<file path="config.mk">
export PLATFORM = sky130hd
export DESIGN_NAME = servo_pose_sequencer
export DESIGN_NICKNAME = d
export VERILOG_FILES = /design/src/rtl/servo_pose_sequencer.sv
export SDC_FILE = /design/constraint.sdc
export NUM_CORES = 1
export LEC_CHECK = 0
export ABC_AREA = 0
export CAP_MARGIN = 20
export CORE_MARGIN = 2
export CORE_UTILIZATION = 50
export CTS_BUF_LIST = sky130_fd_sc_hd__clkbuf_2 sky130_fd_sc_hd__clkbuf_4 sky130_fd_sc_hd__clkbuf_8
export CTS_CLUSTER_DIAMETER = 150
export CTS_CLUSTER_SIZE = 25
export DETAILED_ROUTE_END_ITERATION = 8
export HOLD_SLACK_MARGIN = 0.1
export MAX_ROUTING_LAYER = met4
export PLACE_DENSITY = 0.67
export SETUP_SLACK_MARGIN = 0.3
export SYNTH_ARGS = -nofsm -noshare
export SYNTH_HDL_FRONTEND = slang
export SYNTH_SLANG_ARGS = --single-unit
</file>
<file path="constraint.sdc">
create_clock -name i_clk -period 9 [get_ports i_clk]
set_input_delay 1.8 -clock i_clk [delete_from_list [all_inputs] [get_ports i_clk]]
set_output_delay 1.8 -clock i_clk [all_outputs]
set_load 0.05 [all_outputs]
</file>
<file path="src/rtl/servo_pose_sequencer.sv">
// -----------------------------------------------------------------------------
// servo_pose_sequencer
//
// Keyframe scheduler for the biped leg servos. A small pose table holds one
// target angle per servo plus a dwell time (in ticks) for each frame. During
// playback every channel ramps toward the active pose by at most STEP_DEG
// degrees per servo-frame tick. The pose is then held for its dwell time, and
// playback advances to the next frame.
//
// Ports:
//   i_clk          system clock
//   i_reset        synchronous, active-high reset
//   i_start        one-cycle pulse, begins playback at frame 0 when idle
//   i_stop         one-cycle pulse, aborts playback and holds current angles
//   i_loop_en      wrap from the last frame to frame 0 (sampled in NEXT)
//   i_last_frame   index of the final frame to play
//   i_cfg_we       pose table write enable (ignored while busy)
//   i_cfg_addr     pose table write address
//   i_cfg_angles   packed target angles, channel 0 in bits [7:0]
//   i_cfg_dwell    ticks to hold the pose once reached
//   i_pause        (SERVO_SEQ_PAUSE_EN only) freeze tick counter and FSM
//   o_angle_out    packed commanded angles, 0..180 degrees
//   o_angle_strobe one-cycle pulse while o_angle_out shows a new value
//   o_frame_idx    frame currently targeted
//   o_busy         high in any state other than IDLE
//   o_seq_done     one-cycle pulse when non-looping playback completes
//
// Build option: define SERVO_SEQ_PAUSE_EN to add the i_pause input.
// -----------------------------------------------------------------------------
module servo_pose_sequencer #(
  parameter int NUM_SERVO  = 6,
  parameter int FRAMES     = 16,
  parameter int TICK_CLKS  = 1000000,
  parameter int STEP_DEG   = 2,
  parameter int HOME_ANGLE = 90
) (
  input  logic                         i_clk,
  input  logic                         i_reset,
  input  logic                         i_start,
  input  logic                         i_stop,
  input  logic                         i_loop_en,
  input  logic [$clog2(FRAMES)-1:0]    i_last_frame,
  input  logic                         i_cfg_we,
  input  logic [$clog2(FRAMES)-1:0]    i_cfg_addr,
  input  logic [NUM_SERVO*8-1:0]       i_cfg_angles,
  input  logic [7:0]                   i_cfg_dwell,
`ifdef SERVO_SEQ_PAUSE_EN
  input  logic                         i_pause,
`endif
  output logic [NUM_SERVO*8-1:0]       o_angle_out,
  output logic                         o_angle_strobe,
  output logic [$clog2(FRAMES)-1:0]    o_frame_idx,
  output logic                         o_busy,
  output logic                         o_seq_done
);

  localparam int ADDR_W = $clog2(FRAMES);
  localparam int CNT_W  = (TICK_CLKS > 1) ? $clog2(TICK_CLKS) : 1;
  localparam int AW     = NUM_SERVO * 8;

  typedef enum logic [2:0] {S_IDLE, S_LOAD, S_RAMP, S_DWELL, S_NEXT} state_t;

  state_t              r_state, w_state_next;
  logic [AW-1:0]       r_angle, r_target, w_angle_next, w_cfg_clamped;
  logic [7:0]          r_dwell, r_dwell_cnt;
  logic [CNT_W-1:0]    r_tick_cnt;
  logic [ADDR_W-1:0]   r_frame_idx;
  logic                r_strobe, r_seq_done;
  logic                w_pause, w_stop_act, w_tick, w_all_done, w_dwell_done;
  logic                w_more, w_wrap;

  logic [AW-1:0]       r_tab_ang   [FRAMES];
  logic [7:0]          r_tab_dwell [FRAMES];

`ifdef SERVO_SEQ_PAUSE_EN
  assign w_pause = i_pause;
`else
  assign w_pause = 1'b0;
`endif

  // One bounded step toward the target; never overshoots, so the result stays
  // within the 0..180 range of the (clamped) target.
  function automatic logic [7:0] step_toward(input logic [7:0] a, input logic [7:0] t);
    int d;
    d = int'(t) - int'(a);
    if (d > STEP_DEG)       step_toward = a + 8'(STEP_DEG);
    else if (-d > STEP_DEG) step_toward = a - 8'(STEP_DEG);
    else                    step_toward = t;
  endfunction

  // NOTE: every always_comb output gets a default before any branch, so no
  // path leaves a value unassigned and no latch is inferred.
  always_comb begin
    w_angle_next  = r_angle;
    w_cfg_clamped = i_cfg_angles;
    for (int ch = 0; ch < NUM_SERVO; ch++) begin
      w_angle_next[ch*8 +: 8] = step_toward(r_angle[ch*8 +: 8], r_target[ch*8 +: 8]);
      if (i_cfg_angles[ch*8 +: 8] > 8'd180) w_cfg_clamped[ch*8 +: 8] = 8'd180;
    end
  end

  assign w_stop_act   = i_stop && (r_state != S_IDLE);
  assign w_tick       = (r_state == S_RAMP || r_state == S_DWELL) && !w_pause &&
                        (r_tick_cnt == CNT_W'(TICK_CLKS - 1));
  assign w_all_done   = (w_angle_next == r_target);
  // Zero dwell leaves DWELL after one cycle without waiting for a tick.
  assign w_dwell_done = (r_dwell == 8'd0) || (w_tick && (r_dwell_cnt + 8'd1 == r_dwell));
  assign w_more       = (r_frame_idx < i_last_frame);
  assign w_wrap       = (r_frame_idx == i_last_frame) && i_loop_en;

  // State register.
  // NOTE: clocked state uses non-blocking assignments so every register
  // samples pre-edge values regardless of process ordering.
  always_ff @(posedge i_clk) begin
    if (i_reset) r_state <= S_IDLE;
    else         r_state <= w_state_next;
  end

  // Next-state logic. stop overrides everything, pause freezes everything else.
  always_comb begin
    w_state_next = r_state;
    if (w_stop_act) begin
      w_state_next = S_IDLE;
    end else if (!w_pause) begin
      unique case (r_state)
        S_IDLE:  if (i_start && !i_stop) w_state_next = S_LOAD;
        S_LOAD:  w_state_next = S_RAMP;
        S_RAMP:  if (w_tick && w_all_done) w_state_next = S_DWELL;
        S_DWELL: if (w_dwell_done) w_state_next = S_NEXT;
        S_NEXT:  w_state_next = (w_more || w_wrap) ? S_LOAD : S_IDLE;
        default: w_state_next = S_IDLE;
      endcase
    end
  end

  // Output decode.
  always_comb begin
    o_busy = (r_state != S_IDLE);
  end

  // Datapath: angles, targets, counters and frame index.
  always_ff @(posedge i_clk) begin
    if (i_reset) begin
      r_angle     <= {NUM_SERVO{8'(HOME_ANGLE)}};
      r_target    <= {NUM_SERVO{8'(HOME_ANGLE)}};
      r_dwell     <= '0;
      r_dwell_cnt <= '0;
      r_tick_cnt  <= '0;
      r_frame_idx <= '0;
      r_strobe    <= 1'b0;
      r_seq_done  <= 1'b0;
    end else begin
      r_strobe   <= 1'b0;
      r_seq_done <= 1'b0;
      if (!w_stop_act && !w_pause) begin
        unique case (r_state)
          S_IDLE:  if (i_start && !i_stop) r_frame_idx <= '0;
          S_LOAD: begin
            r_target    <= r_tab_ang[r_frame_idx];
            r_dwell     <= r_tab_dwell[r_frame_idx];
            r_dwell_cnt <= '0;
          end
          S_RAMP: if (w_tick) begin
            r_angle  <= w_angle_next;
            r_strobe <= (w_angle_next != r_angle);
          end
          S_DWELL: if (w_tick) r_dwell_cnt <= r_dwell_cnt + 8'd1;
          S_NEXT: begin
            if (w_more)      r_frame_idx <= r_frame_idx + 1'b1;
            else if (w_wrap) r_frame_idx <= '0;
            else             r_seq_done  <= 1'b1;
          end
          default: ;
        endcase
        // Tick counter runs only in RAMP/DWELL and is cleared elsewhere, so
        // each RAMP entry starts a full TICK_CLKS interval.
        if (r_state == S_RAMP || r_state == S_DWELL)
          r_tick_cnt <= w_tick ? '0 : r_tick_cnt + 1'b1;
        else
          r_tick_cnt <= '0;
      end
    end
  end

  // Pose table, writable only while idle.
  // NOTE: the table is plain storage with no reset, so it can map to RAM;
  // its contents are undefined until written.
  always_ff @(posedge i_clk) begin
    if (i_cfg_we && r_state == S_IDLE) begin
      r_tab_ang[i_cfg_addr]   <= w_cfg_clamped;
      r_tab_dwell[i_cfg_addr] <= i_cfg_dwell;
    end
  end

  assign o_angle_out    = r_angle;
  assign o_angle_strobe = r_strobe;
  assign o_frame_idx    = r_frame_idx;
  assign o_seq_done     = r_seq_done;

endmodule

</file>
==> metrics.cfg <==
[clocking]
cts_buffers = 47
cts.path.max_buffers = 3
worst_skew_pair.late_latency_ns = 0.73
numClockSinks = 1037
post_cts_buffers = 0
cts_max_level = 2
ctsRootBufferMaster = clkbuf_8
cts.clk_slew.worst_paths_ns = 0.20
cts_tree = built
cts_hold_buf = 0
post_cts_resize_count = 0

[synth]
synth_warnings = 0
syn_area_sq_mm = 0.0489
ys_seq_area_share_pct = 60.8
ys_ff_latch = 1037
yosys-top-cells-area = edfxtp_1 55%, mux4_2 13%, dfxtp_1 5.8%
synth_area_per_cell_sq_um = 14.3
synth_top_area_share_pct = 55.0
synth_area_leader_cell = edfxtp_1
synth_enable_flop_cells = 896
synthFlopType = edfxtp_1
postSynthCellCount = 3432
ys_types = 94
syn_nets = 3645
synth-async-reset-ratio_pct = 0
yosysMostFrequentCell = edfxtp_1
synth.top_cells.by_count = 896 x edfxtp_1, 280 x mux4_2, 271 x nand2_1, 172 x a21oi_1, 157 x nor2_1

[critical_path]
cp_max_fo = 17
ff2ff_setup_slack_ns = 2.05
endpoint_kind = flip-flop
r2r-end = o_angle_strobe
path_buf_inv = 1
crit_type = flip-flop to flip-flop
critPathLaunchType = flip-flop
critPathTopFamily = simple AND/OR/NAND/NOR gates
arrival_ns = 7.58
slowest_delay_ns = 0.70
worstPathRequired_ns = 9.63
reg2reg_depth = 20
crit-reg2reg-launch = o_angle_out[41]
cp_cell_sequence = inv_1 -> fa_1 -> a21oi_1 -> nor3_1 -> or4b_2 -> nor2_1 -> and3_1 -> nand3_1 -> ha_1 -> nor4bb_1 -> nand3_1 -> or2_2 -> o32ai_1 -> o2111ai_1 -> nand2_1 -> mux2i_1 -> o22ai_1 -> or4_1 -> or4_1 -> o41a_1
setup.worst_path.start = o_angle_out[41]
crit_slowest_cell = or4b_2

[floorplanning]
die-area_sq_mm = 0.100
start_util_pct = 50.5
die_w_um = 317
die_height_um = 317
placementRows = 114
core_region_area_sq_mm = 0.0969
ios = 125

[sta]
slew_headroom_pct = 22.4
min_period_ns = 6.95
finClkSkew_ns = 0.0566
worstMarginPinSlew_ns = 1.16
fin_setup_tns_ns = 0
grt_setup_unrepaired = false
finalHoldViolCount = 0
setup-violations-final = 0
drv_slew = 0
holdWs_ns = 0.506
max_freq_ghz = 0.144
fin_crit_sh_pct = 77.2

[power_and_ir_drop]
cellInternalPower_uw = 6480
swShare_pct = 25.8
vdd_ir_drop_max_mv = 0.0995
p_switching_uw = 2260
powerDensity_mw_per_mm2 = 166
seq_power_share_pct = 61.0
clkPwrFrac_pct = 23.6
p_leak_uw = 0.0168
power_frac_comb_pct = 15.4

[global_routing]
grt_use_total_pct = 25.4
gr-usage-met3_pct = 2.77
use_met1_pct = 35.6
overflow = 0
grt_pass1_vias = 28700
antenna_found_initial = 4
top_usage_layer = met2
grt_first_pass_wirelength_um = 185000
grt_max_degree = 120
grtUsageMet2_pct = 40.4

[route]
num_vias = 30200
vias_per_cell = 6.30
routed_wl_um = 125000
drt_iter0_drc = 3459
drtPass1Iterations = 7
ant_nets = 0
wl_per_cell_um = 26.1
drc = 0

[job]
max_cap_viol_count = 0

[worst_hold_path]
hp-class = flip-flop to flip-flop
min_path_cells = 2
hold_start = r_dwell[6]
min_to = r_dwell[6]

[place]
place_hpwl_um = 77400
port_buffers = 124
place_congestion = 0.959

[finish]
final_util_pct = 54.3
nets = 3682
drive_gt1_share_pct = 13.7
fill_cells = 7774
syn_to_final_growth_pct = 7.53

[run_status]
status = finished clean

[tightest hold or removal path, cell delays in order (launching register included)]
cell	delay [ns]
dfxtp_1	0.36
nand2_1	0.06
a21oi_1	0.05
[cell families (layout without fill, tap and decap cells)]
group / after synthesis / in the layout / synth area share, %
multiplexers: 300 / 300 / 13.3
flip-flops: 1037 / 1037 / 60.8
AO/OA/AOI/OAI: 611 / 611 / 8.12
other: 0 / 4 / 0
AND/OR/NAND/NOR: 912 / 912 / 9.28
XOR/XNOR: 138 / 138 / 2.47
buffers and inverters: 291 / 367 / 2.27
adder cells (fa/ha/maj): 143 / 143 / 3.75
[cell type report]
cell class                      count  area, sq um  share of cell area (%)
Sequential cell                  1037        29700                    56.6
Clock inverter                      4         55.1                   0.105
Tap cell                         1276         1600                    3.04
Timing Repair Buffer              176         1660                    3.15
Multi-Input combinational cell   2104        18200                    34.6
Inverter                          103          387                   0.735
Clock buffer                       84          937                    1.78
Antenna cell                        4         10.0                  0.0190
[state kept, by name (all words and copies together), names as in the netlist]
signal          flops
r_tick_cnt         20
r_state             3
o_angle_strobe      1
o_frame_idx         4
o_seq_done          1
r_dwell_cnt         8
r_tab_ang         768
r_tab_dwell       128
r_target           48
o_angle_out        48
r_dwell             8
[stage by stage]
stage	setup slack (ns)	cell area, sq um	instances	power, uW
detailed placement	2.15	51500	4690	6760
floorplan	2.41	48900	3432	6360
finish	2.05	52600	4788	8730
global route	1.55	52600	4788	9060
CTS	2.07	52500	4778	8770
global placement	2.31	51500	4690	6750
[worst max path at each step]
stage / to / slack, ns / cells after the start
final: o_angle_strobe / 2.05 / 20
after global routing: o_angle_strobe / 1.55 / 21
after CTS: o_angle_strobe / 2.07 / 20
after detailed placement: o_angle_strobe / 2.15 / 20
after global placement: o_angle_strobe / 2.31 / 20
after floorplan: r_tab_ang[0][0] / 2.41 / 2
[cells in the final DEF, fill, tap and decap left out, drive strengths merged, types with 74 or more instances in the layout]
cell	count
nor3	74
dfxtp	141
xnor2	88
nand3	128
a21oi	173
clkdlybuf4s50	123
nor2	158
o21ai	145
nand2	271
inv	101
clkbuf	85
edfxtp	896
ha	137
mux4	280
[per-layer routing]
| layer | part of all wire, % | up-vias |
|---|---|---|
| li1 | - | 13500 |
| met1 | 43 | 15400 |
| met2 | 48 | 1137 |
| met3 | 7.0 | 159 |
| met4 | 2.4 | 0 |
| met5 | 0 | - |
[power groups by stage]
| stage | Combinational, uW | Clock (uW) | Sequential [uW] |
|---|---|---|---|
| 2_1_floorplan | 950 | 0 | 5410 |
| 3_3_place_gp | 1320 | 0 | 5430 |
| 3_5_place_dp | 1330 | 0 | 5440 |
| 4_1_cts | 1330 | 2110 | 5330 |
| 5_1_grt | 1480 | 2250 | 5340 |
| 6_report | 1340 | 2060 | 5330 |
Note: power is estimated with default switching activity, not from simulation.
